===== src/rtl/programable_n_bit_arith_sequencer.sv =====
// WIDTH-bit arithmetic sequencer: ADD/SUB in one step, shift-add MUL and restoring DIV over WIDTH steps.
// Optional JAM abort input is enabled by defining JAM_ABORT_EN.
module programable_n_bit_arith_sequencer #(
    parameter int WIDTH = 8,
    parameter int CNT_W = 6
) (
    input  logic             SYSTEM_CLK,
    input  logic             RESET,
    input  logic [3:0]       OPCODE,
    input  logic [WIDTH-1:0] DATA_IN_A,
    input  logic [WIDTH-1:0] DATA_IN_B,
    input  logic             GO_BAR,
`ifdef JAM_ABORT_EN
    input  logic             JAM,
`endif
    output logic [WIDTH-1:0] DATA_OUT,
    output logic [WIDTH-1:0] DATA_OUT_HI,
    output logic             CARRY,
    output logic             BUSY,
    output logic             DONE,
    output logic             ERROR
);
    localparam logic [3:0] OP_NOP = 4'b0000;
    localparam logic [3:0] OP_ADD = 4'b0011;
    localparam logic [3:0] OP_SUB = 4'b0111;
    localparam logic [3:0] OP_MUL = 4'b1100;
    localparam logic [3:0] OP_DIV = 4'b1101;

    typedef enum logic [1:0] {S_IDLE, S_EXEC, S_ITER, S_FINISH} state_t;

    state_t           r_state, w_next;
    logic             r_armed;
    logic [3:0]       r_op;
    logic [WIDTH-1:0] r_a, r_b;
    logic [CNT_W-1:0] r_cnt;
    logic [WIDTH-1:0] r_hi, r_lo;
    logic [WIDTH-1:0] r_dout, r_dout_hi;
    logic             r_carry, r_busy, r_done, r_error;

    logic             w_jam, w_abort, w_accept, w_iter_start;
    logic [WIDTH:0]   w_add, w_sub, w_msum, w_madd, w_dshift, w_ddiff;
    logic             w_dge;

`ifdef JAM_ABORT_EN
    assign w_jam = JAM;
`else
    assign w_jam = 1'b0;
`endif

    assign w_abort      = w_jam && (r_state != S_IDLE);
    assign w_accept     = (r_state == S_IDLE) && !GO_BAR && r_armed;
    assign w_iter_start = (OPCODE == OP_MUL) || ((OPCODE == OP_DIV) && (DATA_IN_B != '0));

    assign w_add = {1'b0, r_a} + {1'b0, r_b};
    assign w_sub = {1'b0, r_a} - {1'b0, r_b};

    // Multiply: {r_hi,r_lo} holds partial product over the multiplier, shifted right each step.
    assign w_msum = {1'b0, r_hi} + {1'b0, r_b};
    assign w_madd = r_lo[0] ? w_msum : {1'b0, r_hi};

    // Divide: r_hi is the partial remainder, r_lo shifts dividend bits out and quotient bits in.
    assign w_dshift = {r_hi, r_lo[WIDTH-1]};
    assign w_ddiff  = w_dshift - {1'b0, r_b};
    assign w_dge    = (w_dshift >= {1'b0, r_b});

    always_ff @(posedge SYSTEM_CLK) begin
        if (!RESET) r_state <= S_IDLE;
        else        r_state <= w_next;
    end

    always_comb begin
        w_next = r_state;
        case (r_state)
            S_IDLE:   if (w_accept) w_next = w_iter_start ? S_ITER : S_EXEC;
            S_EXEC:   w_next = S_FINISH;
            S_ITER:   if (r_cnt == '0) w_next = S_FINISH;
            S_FINISH: w_next = S_IDLE;
            default:  w_next = S_IDLE;
        endcase
        if (w_abort) w_next = S_IDLE;
    end

    always_ff @(posedge SYSTEM_CLK) begin
        if (!RESET) begin
            r_armed   <= 1'b1;
            r_op      <= '0;
            r_a       <= '0;
            r_b       <= '0;
            r_cnt     <= '0;
            r_hi      <= '0;
            r_lo      <= '0;
            r_dout    <= '0;
            r_dout_hi <= '0;
            r_carry   <= 1'b0;
            r_busy    <= 1'b0;
            r_done    <= 1'b0;
            r_error   <= 1'b0;
        end else begin
            if (GO_BAR) r_armed <= 1'b1;
            if (w_abort) begin
                r_busy  <= 1'b0;
                r_done  <= 1'b0;
                r_error <= 1'b1;
            end else begin
                case (r_state)
                    S_IDLE: if (w_accept) begin
                        r_armed <= 1'b0;
                        r_op    <= OPCODE;
                        r_a     <= DATA_IN_A;
                        r_b     <= DATA_IN_B;
                        r_cnt   <= CNT_W'(WIDTH);
                        r_hi    <= '0;
                        r_lo    <= DATA_IN_A;
                        r_error <= 1'b0;
                        r_busy  <= 1'b1;
                    end
                    S_EXEC: begin
                        r_busy <= 1'b0;
                        r_done <= 1'b1;
                        case (r_op)
                            OP_ADD: begin
                                r_dout    <= w_add[WIDTH-1:0];
                                r_dout_hi <= '0;
                                r_carry   <= w_add[WIDTH];
                            end
                            OP_SUB: begin
                                r_dout    <= w_sub[WIDTH-1:0];
                                r_dout_hi <= '0;
                                r_carry   <= w_sub[WIDTH];
                            end
                            OP_DIV: begin
                                r_dout    <= '1;
                                r_dout_hi <= r_a;
                                r_carry   <= 1'b0;
                                r_error   <= 1'b1;
                            end
                            OP_NOP:  ;
                            default: r_error <= 1'b1;
                        endcase
                    end
                    S_ITER: begin
                        if (r_cnt != '0) begin
                            r_cnt <= r_cnt - 1'b1;
                            if (r_op == OP_MUL) begin
                                r_hi <= w_madd[WIDTH:1];
                                r_lo <= {w_madd[0], r_lo[WIDTH-1:1]};
                            end else begin
                                r_hi <= w_dge ? w_ddiff[WIDTH-1:0] : w_dshift[WIDTH-1:0];
                                r_lo <= {r_lo[WIDTH-2:0], w_dge};
                            end
                        end else begin
                            r_dout    <= r_lo;
                            r_dout_hi <= r_hi;
                            r_carry   <= 1'b0;
                            r_busy    <= 1'b0;
                            r_done    <= 1'b1;
                        end
                    end
                    S_FINISH: r_done <= 1'b0;
                    default:  ;
                endcase
            end
        end
    end

    assign DATA_OUT    = r_dout;
    assign DATA_OUT_HI = r_dout_hi;
    assign CARRY       = r_carry;
    assign BUSY        = r_busy;
    assign DONE        = r_done;
    assign ERROR       = r_error;
endmodule


===== config.mk =====
export PLATFORM = sky130hd
export DESIGN_NAME = programable_n_bit_arith_sequencer
export DESIGN_NICKNAME = d
export VERILOG_FILES = /design/src/rtl/programable_n_bit_arith_sequencer.sv
export SDC_FILE = /design/constraint.sdc
export NUM_CORES = 1
export LEC_CHECK = 0
export CELL_PAD_IN_SITES_DETAIL_PLACEMENT = 1
export CELL_PAD_IN_SITES_GLOBAL_PLACEMENT = 1
export CORE_ASPECT_RATIO = 1.5
export CORE_MARGIN = 1
export CORE_UTILIZATION = 43
export DETAILED_ROUTE_END_ITERATION = 12
export GPL_TIMING_DRIVEN = 0
export PLACE_DENSITY_LB_ADDON = 0.1
export SYNTH_ARGS = -nofsm -noshare
export SYNTH_HDL_FRONTEND = slang
export SYNTH_SLANG_ARGS = --single-unit

===== constraint.sdc =====
create_clock -name SYSTEM_CLK -period 2.45 [get_ports SYSTEM_CLK]
set_input_delay 0.49 -clock SYSTEM_CLK [delete_from_list [all_inputs] [get_ports SYSTEM_CLK]]
set_output_delay 0.49 -clock SYSTEM_CLK [all_outputs]
set_load 0.1 [all_outputs]

==> flow_summary.ini <==
[pwr]
p_per_area_nw_per_um2 = 1220
peakVddDrop_mv = 0.932
power.leakage_nw = 2.15
power_w = 0.00676

[placement]
placed_area_sq_um = 5130
gp_congestion = 0.927
dp.cells = 750
dp_hpwl_um = 12300
portBuffers = 42

[global_route]
grt_max_degree = 13
grt_overflow = 0
grt_pass1_vias = 4726
antenna_found_initial = 0
grt_use_total_pct = 30.2
grt_pass1_wl_um = 24800

[synthesis]
ys_seq_elements = 65
yosysSeqAreaShare_pct = 28.7
postSynthCellCount = 567
avgSynthCellArea_sq_um = 7.99
yosys_most_used_dff = dfxtp_1
synthArstFlopShare_pct = 0
synth_edf_count = 0
synth_fp_nets = 634
yosysWarnings = 0
synthDistinctLibCells = 64
synth_area_sq_um = 4530

[final_layout]
instances_no_fill = 772
drive_gt1_share_pct = 10.8
fin_util_pct = 54.5
area_growth_pct = 22.6
nets = 693
final_cell_mix = nand2_1, a21oi_1, dfxtp_1
stdcell_area_sq_um = 5550
layout_commonest_cell = nand2_1
diodes = 0

[sta]
hold_slack_ns = 0.464
max_slew_margin_pct = 34.7
fin_crit_ns = 2.40
hold_viol = 0
finClkSkew_ns = 0.00683
rsz0062_at_grt = yes
setup_viol = 0
fin_crit_sh_pct = 97.9
tightest_slew_ns = 0.977
clock.fmax_mhz = 417
slew_violations = 0

[clock_network]
cts_buffers = 9
hold_buffers = 0
worst_skew_pair.late_latency_ns = 0.34
cts.path.max_buffers = 2
clkSlewWorstSetupHoldPaths_ns = 0.06
numClockSinks = 65
clk_root_buffer_cell = clkbuf_16
cts_tree = yes
htreeDepth = 3

[flow_run]
maxCapViolCount = 0

[worst_setup_path]
arrival_ns = 2.63
critical_path_class = register to register
crit_path_start_kind = register
crit_fanout = 4
end_kind = register
cp.required_ns = 2.68

[routing]
dr.first_iter.drc_count = 197
wl_per_cell_um = 20.8
postRouteAntennaNets = 0
via_count = 4551
drtPass1Iterations = 4
drc = 0
avgViaCountPerCell = 5.90
wirelength_um = 16000

[die]
die-height_um = 128
dieArea_sq_um = 11000
rows = 45
ios = 43
die_w_um = 85.8
start_util_pct = 44.4
coreArea_sq_um = 10200

[worst_hold_path]
hp-class = register to register

[outcome]
status = finished clean
cell type report:
type / count / area [sq um]
Buffer: 27 / 140
Clock buffer: 10 / 239
Clock inverter: 6 / 67.6
Fill cell: 1279 / 4640
Inverter: 39 / 146
Multi-Input combinational cell: 436 / 3000
Sequential cell: 65 / 1320
Tap cell: 141 / 176
Timing Repair Buffer: 48 / 469
critical path, stage by stage (launching register included):
cell	delay, ns
dfxtp_2	0.39
inv_1	0.10
ha_1	0.36
a21oi_2	0.18
o21ai_1	0.14
a221oi_4	0.37
buf_4	0.18
a21oi_1	0.04
a211o_1	0.29
a32o_1	0.25
what timing repair did:
| item | 4_1_cts | 5_1_grt |
|---|---|---|
| pin swaps | 1 | 3 |
| gates resized for setup | 7 | 21 |
| buffers inserted | 2 | 4 |
| gates cloned | 0 | 0 |
| setup endpoints to repair | 10 | 21 |
report_power, final:
group | total, W | switching, W | internal (W)
registers | 0.00156 | 0.000252 | 0.00130
logic | 0.00386 | 0.00252 | 0.00134
clock network | 0.00134 | 0.000527 | 0.000817
total | 0.00676 | 0.00330 | 0.00346
through the flow:
step           setup slack (ns)  TNS [ns]
5_1_grt                 -0.0313   -0.0822
2_1_floorplan             0.244         0
3_3_place_gp             -0.208     -2.15
6_report                 0.0511         0
3_5_place_dp             -0.228     -2.83
4_1_cts                 0.00157         0
cells by family after synthesis:
group | after synthesis | share of synthesized area, %
buffers and inverters | 66 | 6.22
flip-flops | 65 | 28.7
AND/OR/NAND/NOR | 186 | 19.3
adder cells (fa/ha/maj) | 44 | 12.8
AO/OA/AOI/OAI | 181 | 27.8
multiplexers | 11 | 2.46
XOR/XNOR | 14 | 2.71
metal layers:
| layer | up-vias | part of all wire (%) | global-route usage (%) | wire length (um) |
|---|---|---|---|---|
| met5 | - | 0 | 0 | 0 |
| met1 | 2219 | 39 | 33.0 | 6220 |
| met3 | 55 | 3.8 | 4.57 | 610 |
| met2 | 113 | 52 | 54.5 | 8280 |
| li1 | 2164 | - | - | - |
| met4 | 0 | 5.8 | 17.7 | 930 |
final timing paths:
path	start	endpoint	cells after the start	slack, ns
setup / recovery	r_b[6]	r_hi[5]	9	0.05
hold / removal	DATA_OUT[3]	DATA_OUT[3]	2	0.46
setup reg to reg	r_b[6]	r_hi[5]	9	0.05
hold reg to reg	DATA_OUT[3]	DATA_OUT[3]	2	0.46
sequential cells by signal (all words and copies together) (netlist names):
signal	flops
r_op	4
r_state	2
r_a	8
r_hi	8
r_armed	1
CARRY	1
r_b	8
r_cnt	6
DATA_OUT_HI	8
DATA_OUT	8
r_lo	8
DONE	1
ERROR	1
BUSY	1
synth_stat cells, types with 7 or more instances:
cell	instances	area (sq um)
clkbuf_1	16	60.1
a21oi_1	61	305
o211ai_1	7	52.6
nor2_1	45	169
xnor2_1	8	70.1
mux2i_1	10	100
a221oi_1	13	114
nor2b_1	9	56.3
inv_1	39	146
dfxtp_1	65	1300
ha_1	40	500
nand2_1	74	278
o21ai_0	28	140
a211oi_1	15	113
nor3_1	19	95.1
Note: power is estimated with default switching activity, not from simulation.
==> edit (same settings) <==
The parameter `WIDTH` goes from 8 to 12.
--- a/src/rtl/programable_n_bit_arith_sequencer.sv
+++ b/src/rtl/programable_n_bit_arith_sequencer.sv
@@ -2,5 +2,5 @@
 // Optional JAM abort input is enabled by defining JAM_ABORT_EN.
 module programable_n_bit_arith_sequencer #(
-    parameter int WIDTH = 8,
+    parameter int WIDTH = 12,
     parameter int CNT_W = 6
 ) (
Interface: changed (resized DATA_IN_A, DATA_IN_B, DATA_OUT and DATA_OUT_HI); port bits go from 43 to 59. No check against the original RTL was run, so the function may have changed too.
==> edit against the unedited design <==
  * The run now ends with negative setup slack left
  * Synthesized cell count increased by 50%
  * Die area increased by 44%
  * Sequential power increased by 27%
  * Wire length increased by 82%
  * Cell area increased by 54%
  * Sequential cell count increased by 24
  * Power increased by 20%
  * Core utilization increased by 3.6 points
  * Worst setup slack got worse by 150 ps
  * Area after synthesis increased by 45%
  * First-iteration DRC count increased by 40%
==> edit: results (changes against the unedited design) <==
Status: complete, but fails checks
Failing checks: negative setup slack
Number of DRC markers in iteration 0: 276 (+40%)
Setup TNS Final: -222.9 ps (-222.9 ps)
Worst EP arrival: 2770 ps (+140 ps)
H-tree depth: 3 (unchanged)
Synthesized Nets: 944 (+49%)
Largest net degree at the start of global routing: 17 (+4)
Total track usage: 36.97% (+6.8 points)
Post-synthesis cell type count: 68 (+6.3%)
Number of global-route vias before repair: 7429 (+57%)
Count of hold buffers inserted by post-cts repair: 0 (unchanged)
Clock skew: 13.01 ps (+6.183 ps)
First-pass GRT wire length: 42860 um (+73%)
Relative slew slack: 32.51% (-2.2 points)
Top post-synthesis cells by area: dfxtp_1 (27%), ha_1 (11%), a21oi_1 (8.8%)
Main synth FF type: dfxtp_1
Antenna Cells: 0 (unchanged)
Placer Congestion: 0.9331 (+0.63%)
Leak: 0.003187 uW (+48%)
Layout cell share with drive strength beyond 1: 20.57% (+9.8 points)
I/O Buffers: 58 (+38%)
Hold Crit Class: reg2reg
Fill cells: 1818 (+42%)
Post-synth top cells: a21oi_1 (115), nand2_1 (97), nor2_1 (90), dfxtp_1 (89), ha_1 (56)
Final setup vio count: 4 (+4)
Wirelength per Cell: 25.40 um (+22%)
Sequential area share after synthesis: 27.21% (-1.5 points)
Via density: 6.198 (+5.1%)
Sw power: 3973 uW (+20%)
Max IR drop VDD: 0.0007672 V (-18%)
Clock buffer depth: 2 (unchanged)
Drt pass-1 iters: 7 (+3)
PnR worst setup slack: -98.39 ps (-149.5 ps)
Syn. warnings: 0 (unchanged)
Nets: 1039 (+50%)
Detail Placement HPWL: 21400 um (+73%)
==> edit: cell count changes in the layout (fill, tap and decap cells not counted), sizes merged, moves of 20 or more <==
cell and change:
a21oi +55, buf +28, dfxtp +24, nand2 +24, nand3 +20, nor2 +45
==> edit: cells by family after synthesis <==
group	share of synthesized area [%]
AND/OR/NAND/NOR	22.26
AO/OA/AOI/OAI	25.37
flip-flops	27.21
buffers and inverters	5.732
adder cells (fa/ha/maj)	11.92
XOR/XNOR	3.477
multiplexers	4.031
==> edit: repair_timing <==
item | in CTS | in global routing
buffers inserted | 12 | 17
resized for setup | 96 | 85
pin swaps | 7 | 35
endpoints found under the setup margin | 69 | 39
==> edit: cell type report <==
| cell class | count | area (sq um) | area share [%] |
|---|---|---|---|
| Clock inverter | 6 | 51.30 | 0.5997 |
| Timing Repair Buffer | 87 | 814.5 | 9.522 |
| Tap cell | 196 | 245.2 | 2.867 |
| Buffer | 42 | 219.0 | 2.560 |
| Multi-Input combinational cell | 676 | 4964 | 58.02 |
| Sequential cell | 89 | 1861 | 21.75 |
| Inverter | 43 | 171.4 | 2.004 |
| Clock buffer | 10 | 229.0 | 2.677 |
==> edit: critical path, stage by stage (launching register included) <==
cell and delay [ps]:
dfxtp_4 400, buf_4 150, ha_1 190, inv_1 70, fa_2 380, a21oi_4 270, or2_2 190, a21oi_1 70
nor2_1 200, xnor2_2 190, a21oi_1 230, a21oi_1 80
==> edit: worst paths after layout <==
kind	start	endpoint	slack, ps	cells past startpoint
max	r_b[0]$_SDFFE_PN0P_	r_hi[8]$_SDFFE_PN0P_	-100	11
min	DATA_OUT[3]$_SDFFE_PN0P_	DATA_OUT[3]$_SDFFE_PN0P_	460	2
max reg2reg	r_b[0]$_SDFFE_PN0P_	r_hi[8]$_SDFFE_PN0P_	-100	11
min reg2reg	DATA_OUT[3]$_SDFFE_PN0P_	DATA_OUT[3]$_SDFFE_PN0P_	460	2
==> edit: metal layers <==
layer | wire, um | track usage [%]
met1 | 10500 | 39.36
met2 | 14490 | 63.46
met3 | 1713 | 7.270
met4 | 2484 | 26.29
met5 | 0 | 0
==> edit: power by group through the flow <==
stage                     logic, uW  registers, uW  clock network [uW]
after floorplan                2230           2390                   0
after global placement         3720           1970                   0
after detailed placement       3820           1980                   0
after CTS                      4260           1950                1360
after global routing           5030           1990                1430
final                          4750           1980                1350
==> edit: metrics by stage <==
stage	power [uW]	worst slack [ps]	instances	instance area, sq um
final	8080	-98.39	1149	8554
after global routing	8450	-167.1	1149	8554
after CTS	7575	-33.05	1133	8127
after detailed placement	5794	-537.5	1107	7375
after global placement	5688	-562.4	1107	7375
after floorplan	4616	11.32	853	6549
